## src/rtl/sr_pkg.sv

```systemverilog
// Shared definitions for the SR latch driver: FSM state encoding, default
// timing windows and the cycle-counter width helper.
package sr_pkg;

    typedef enum logic [1:0] {
        IDLE   = 2'd0,
        PULSE  = 2'd1,
        SETTLE = 2'd2,
        CHECK  = 2'd3
    } state_e;

    localparam int PULSE_CYC_DEF  = 2;
    localparam int SETTLE_CYC_DEF = 2;

    // One spare bit keeps the reload value representable for any window length.
    function automatic int cnt_width(input int a, input int b);
        return $clog2((a > b) ? a : b) + 1;
    endfunction

endpackage

```

## src/rtl/sync2.sv

```systemverilog
// Parameterised-width two-flop synchroniser for signals asynchronous to clk_i.
module sync2 #(
    parameter int WIDTH = 4
) (
    input  logic             clk_i,
    input  logic             rst_i,
    input  logic [WIDTH-1:0] d_i,
    output logic [WIDTH-1:0] q_o
);

    logic [WIDTH-1:0] meta_q;
    logic [WIDTH-1:0] sync_q;

    // Two-stage capture chain, cleared by synchronous reset.
    always_ff @(posedge clk_i) begin
        if (rst_i) begin
            meta_q <= '0;
            sync_q <= '0;
        end else begin
            meta_q <= d_i;
            sync_q <= meta_q;
        end
    end

    assign q_o = sync_q;

endmodule

```

## src/rtl/sr_latch_driver.sv

```systemverilog
// Drives a bank of gated SR latches with timed, mutually exclusive S/R pulses
// derived from the target value and synchronised Q feedback, then verifies Q.
module sr_latch_driver
    import sr_pkg::*;
#(
    parameter int WIDTH      = 4,
    parameter int PULSE_CYC  = PULSE_CYC_DEF,
    parameter int SETTLE_CYC = SETTLE_CYC_DEF
) (
    input  logic             Clk,
    input  logic             Rst,
    input  logic             req_valid,
    output logic             req_ready,
    input  logic [WIDTH-1:0] req_data,
    output logic [WIDTH-1:0] S,
    output logic [WIDTH-1:0] R,
    input  logic [WIDTH-1:0] Q_fb,
    output logic             done,
    output logic [WIDTH-1:0] err
);

    localparam int            CW          = cnt_width(PULSE_CYC, SETTLE_CYC);
    localparam logic [CW-1:0] PULSE_LOAD  = CW'(PULSE_CYC - 1);
    localparam logic [CW-1:0] SETTLE_LOAD = CW'(SETTLE_CYC - 1);
    localparam logic [CW-1:0] CNT_ONE     = CW'(1);

    state_e           state_q, state_d;
    logic [CW-1:0]    cnt_q, cnt_d;
    logic [WIDTH-1:0] target_q, target_d;
    logic [WIDTH-1:0] s_q, s_d;
    logic [WIDTH-1:0] r_q, r_d;
    logic [WIDTH-1:0] err_q, err_d;
    logic             done_q, done_d;
    logic [WIDTH-1:0] q_sync_s;
    logic             accept_s;

    sync2 #(.WIDTH(WIDTH)) u_sync_q (
        .clk_i (Clk),
        .rst_i (Rst),
        .d_i   (Q_fb),
        .q_o   (q_sync_s)
    );

    assign req_ready = (state_q == IDLE) && !Rst;
    assign accept_s  = req_valid && req_ready;

    // Next-state, counter and excitation logic; S and R are built from
    // disjoint masks so they can never be high together on one bit.
    always_comb begin
        state_d  = state_q;
        cnt_d    = cnt_q;
        target_d = target_q;
        s_d      = s_q;
        r_d      = r_q;
        err_d    = err_q;
        done_d   = 1'b0;
        case (state_q)
            IDLE: begin
                if (accept_s) begin
                    target_d = req_data;
                    err_d    = '0;
                    s_d      = req_data & ~q_sync_s;
                    r_d      = ~req_data & q_sync_s;
                    if (|((req_data & ~q_sync_s) | (~req_data & q_sync_s))) begin
                        state_d = PULSE;
                        cnt_d   = PULSE_LOAD;
                    end else begin
                        state_d = CHECK;
                        cnt_d   = '0;
                        done_d  = 1'b1;
                    end
                end else begin
                    state_d = IDLE;
                end
            end
            PULSE: begin
                if (cnt_q == '0) begin
                    s_d     = '0;
                    r_d     = '0;
                    state_d = SETTLE;
                    cnt_d   = SETTLE_LOAD;
                end else begin
                    cnt_d = cnt_q - CNT_ONE;
                end
            end
            SETTLE: begin
                // Only the last settle-cycle sample decides the readback result.
                if (cnt_q == '0) begin
                    err_d   = q_sync_s ^ target_q;
                    state_d = CHECK;
                    cnt_d   = '0;
                    done_d  = 1'b1;
                end else begin
                    cnt_d = cnt_q - CNT_ONE;
                end
            end
            CHECK: begin
                state_d = IDLE;
                cnt_d   = '0;
            end
            default: begin
                state_d = IDLE;
                cnt_d   = '0;
                s_d     = '0;
                r_d     = '0;
            end
        endcase
    end

    // State and output registers with synchronous reset.
    always_ff @(posedge Clk) begin
        if (Rst) begin
            state_q  <= IDLE;
            cnt_q    <= '0;
            target_q <= '0;
            s_q      <= '0;
            r_q      <= '0;
            err_q    <= '0;
            done_q   <= 1'b0;
        end else begin
            state_q  <= state_d;
            cnt_q    <= cnt_d;
            target_q <= target_d;
            s_q      <= s_d;
            r_q      <= r_d;
            err_q    <= err_d;
            done_q   <= done_d;
        end
    end

    assign S    = s_q;
    assign R    = r_q;
    assign done = done_q;
    assign err  = err_q;

endmodule

```

## config.mk

```make
export PLATFORM = sky130hd
export DESIGN_NAME = sr_latch_driver
export DESIGN_NICKNAME = d
export VERILOG_FILES = /design/src/rtl/sr_pkg.sv /design/src/rtl/sync2.sv /design/src/rtl/sr_latch_driver.sv
export SDC_FILE = /design/constraint.sdc
export NUM_CORES = 1
export LEC_CHECK = 0
export BUFFER_PORTS_ARGS = -buffer_cell sky130_fd_sc_hd__buf_2
export CAP_MARGIN = 20
export CORE_UTILIZATION = 45
export DETAILED_ROUTE_END_ITERATION = 8
export PLACE_DENSITY_LB_ADDON = 0.08
export SETUP_SLACK_MARGIN = 0.05
export SYNTH_ARGS = -nofsm -noshare
export SYNTH_HDL_FRONTEND = slang
export SYNTH_SLANG_ARGS = --single-unit
```

## constraint.sdc

```tcl
create_clock -name Clk -period 1.85 [get_ports Clk]
set_input_delay 0.185 -clock Clk [delete_from_list [all_inputs] [get_ports Clk]]
set_output_delay 0.185 -clock Clk [all_outputs]
set_load 0.1 [all_outputs]
```

==> impl_metrics.py <==
metrics = {
    "critical_path": {
        "start_kind": "flop",
        "arrival_ns": 1.47,
        "crit_family": "buffers and inverters",
        "cp_slowest_cell": "dfxtp_1",
        "path_cells": "inv_1, ha_2, nor2b_2, buf_4",
        "end_kind": "output pin",
        "slowest_delay_ns": 0.33,
        "crit_buf_inv": 2,
        "worstSetupPathType": "reg2out",
        "crit_fanout": 8,
        "worstPathRequired_ns": 1.66,
    },
    "global_routing": {
        "grt_max_degree": 19,
        "grt_pass1_vias": 901,
        "grt_pass1_wl_mm": 4.20,
        "gr-total-overflow": 0,
        "antenna_found_initial": 0,
        "grt_usage": 0.178,
    },
    "pwr": {
        "ir_drop_mv": 0.681,
        "pwr_density_cell_nw_per_um2": 885,
        "p_leak_nw": 0.689,
    },
    "clock_tree": {
        "clock_path_buffers": 2,
        "cts_sinks": 29,
        "postCtsSetupRepairBufs": 0,
        "htreeDepth": 2,
        "clkTransAtPathRegs_ns": 0.09,
        "root_buffer": "clkbuf_4",
        "cts_buffers": 5,
        "cts_tree": "built",
        "cts_hold_buf": 0,
        "insertion_delay_ns": 0.33,
    },
    "synthesis": {
        "synth_top_family_by_area": "simple AND/OR/NAND/NOR gates",
        "netlist_area_um2": 1330,
        "ys_types": 29,
        "syn_inst": 138,
        "seq_area_frac_synth": 0.435,
        "ys_ff_latch": 29,
        "postSynth.asyncResetShare": 0,
        "synth_warnings": 0,
        "synth_edf_count": 0,
        "syn_avg_cell_area_um2": 9.67,
        "syn-num-nets": 161,
        "synth-simple-area-share": 0.207,
        "synth_ff_type": "dfxtp_1",
        "synth_compound_area_frac": 0.154,
        "synthMuxAreaShare": 0.00750,
        "synth_xor_area_frac": 0.0263,
        "synthAdderAreaFrac": 0.113,
    },
    "place": {
        "place_hpwl_mm": 1.75,
        "place_area_um2": 1510,
        "numPortBuffers": 24,
        "post-place-ws_ns": 0.201,
        "place.gp.congestion": 0.803,
    },
    "detailed_routing": {
        "via_count": 994,
        "via_per_inst": 4.97,
        "wl_per_cell_um": 12.2,
        "drt_iter0_drc": 18,
        "drcViolationCount": 0,
        "drtPass1Iterations": 4,
        "drtAntennaViolNets": 0,
        "drt-total-wl_mm": 2.45,
    },
    "die": {
        "dieHeight_um": 56.4,
        "core_area_um2": 2780,
        "io_pins": 25,
        "initial_utilization": 0.480,
        "dieArea_um2": 3190,
        "rows": 19,
        "fp.dieW_um": 56.4,
    },
    "timing": {
        "fin_crit_sh": 0.896,
        "fmax_mhz": 603,
        "setup-tns-final_ns": 0,
        "worst_pin_slew_ns": 0.489,
        "finalClockSkew_ns": 0.00692,
        "setup_viol": 0,
        "min_period_ns": 1.66,
        "rsz0062_at_grt": "no",
        "fin_ws_ns": 0.192,
        "relSlewSlack": 0.677,
        "hold_viol_final": 0,
        "slew_viol_final": 0,
    },
    "layout": {
        "syn_to_final_growth_pct": 18.7,
        "final_area_um2": 1580,
        "nets": 191,
        "n_fill_cell": 267,
        "drive_gt1_frac": 0.249,
        "mostFrequentLayoutCell": "dfxtp_1",
        "final_cell_mix": "dfxtp_1, buf_2, nand2b_1, inv_1",
        "n_antenna_cell": 0,
    },
    "status": {
        "status": "finished clean",
    },
    "worst_hold_path": {
        "hp-class": "in2reg",
    },
    "flow_run": {
        "cap_violations": 0,
    },
}
==> stage by stage <==
stage / std cells / hold WS [ns] / power [mW] / util
finish: 200 / 0.0513 / 1.40 / 0.569
global placement: 192 / 0.400 / 0.965 / 0.541
CTS: 200 / 0.0379 / 1.42 / 0.567
floorplan: 138 / 0.294 / 0.903 / -
global route: 200 / 0.0449 / 1.47 / 0.569
detailed placement: 192 / 0.398 / 0.970 / 0.541
==> registers in the layout (all words and copies together), names as in the netlist <==
register	flops
done	1
err	4
S	4
R	4
state_q	2
cnt_q	2
u_sync_q.meta_q	4
u_sync_q.q_o	4
target_q	4
==> layer usage <==
metal | up-vias | wire length [µm] | track usage | part of all wire
met5 | - | 0 | 0 | 0
met4 | 0 | 54 | 0.0941 | 0.022
met3 | 8 | 105 | 0.0714 | 0.043
met2 | 18 | 1080 | 0.276 | 0.44
met1 | 438 | 1200 | 0.211 | 0.49
li1 | 530 | - | - | -
==> logic make-up after synthesis <==
group	count (synthesis)
simple gates	46
compound gates	26
xor+xnor	4
mux	1
flops	29
buf+inv	20
fa+ha+maj	12
==> power by group <==
part / internal (mW) / switching, mW / leakage (nW)
Sequential: 0.656 / 0.0185 / 0.237
Combinational: 0.0911 / 0.192 / 0.410
Clock: 0.220 / 0.224 / 0.0413
Total: 0.967 / 0.434 / 0.689
==> cells in the mapped netlist (4+ instances only) <==
library cell / number / area, µm²
clkbuf_1: 4 / 15.0
dfxtp_1: 29 / 581
ha_1: 12 / 150
inv_1: 15 / 56.3
nand2_1: 6 / 22.5
nand2b_1: 17 / 106
nor2_1: 4 / 15.0
nor2b_1: 11 / 68.8
o21ai_0: 4 / 20.0
o2bb2ai_1: 8 / 70.1
o32ai_1: 4 / 35.0
xnor2_1: 4 / 35.0
==> repair_timing <==
item,4_1_cts,5_1_grt
gates resized for setup,1,2
endpoints found under the hold margin,0,0
endpoints found under the setup margin,1,3
==> worst reg2reg max path, delay by kind of cell (launching register included) <==
family | cells | cell delay (ns)
compound gates | 1 | 0.13
fa+ha+maj | 1 | 0.23
buf+inv | 1 | 0.10
flops | 1 | 0.33
simple gates | 2 | 0.76
==> worst paths after layout <==
path                                      endpoint                from  slack [ns]  depth (start not counted)
worst max-delay path                     req_ready          state_q[0]        0.19                          4
worst min-delay path            u_sync_q.meta_q[1]             Q_fb[1]        0.05                          2
worst max register to register              err[3]          state_q[0]        0.20                          5
worst min register to register     u_sync_q.q_o[1]  u_sync_q.meta_q[1]        0.45                          1
==> layout make-up <==
class | instances | area (µm²) | area share
repair buffers | 28 | 153 | 0.0964
inverters | 15 | 56.3 | 0.0356
multi-input cells | 89 | 684 | 0.432
clock inverters | 1 | 5.00 | 0.00316
well taps | 31 | 38.8 | 0.0245
flip-flops and latches | 29 | 581 | 0.367
clock buffers | 7 | 65.1 | 0.0411
Note: power is estimated with default switching activity, not from simulation.
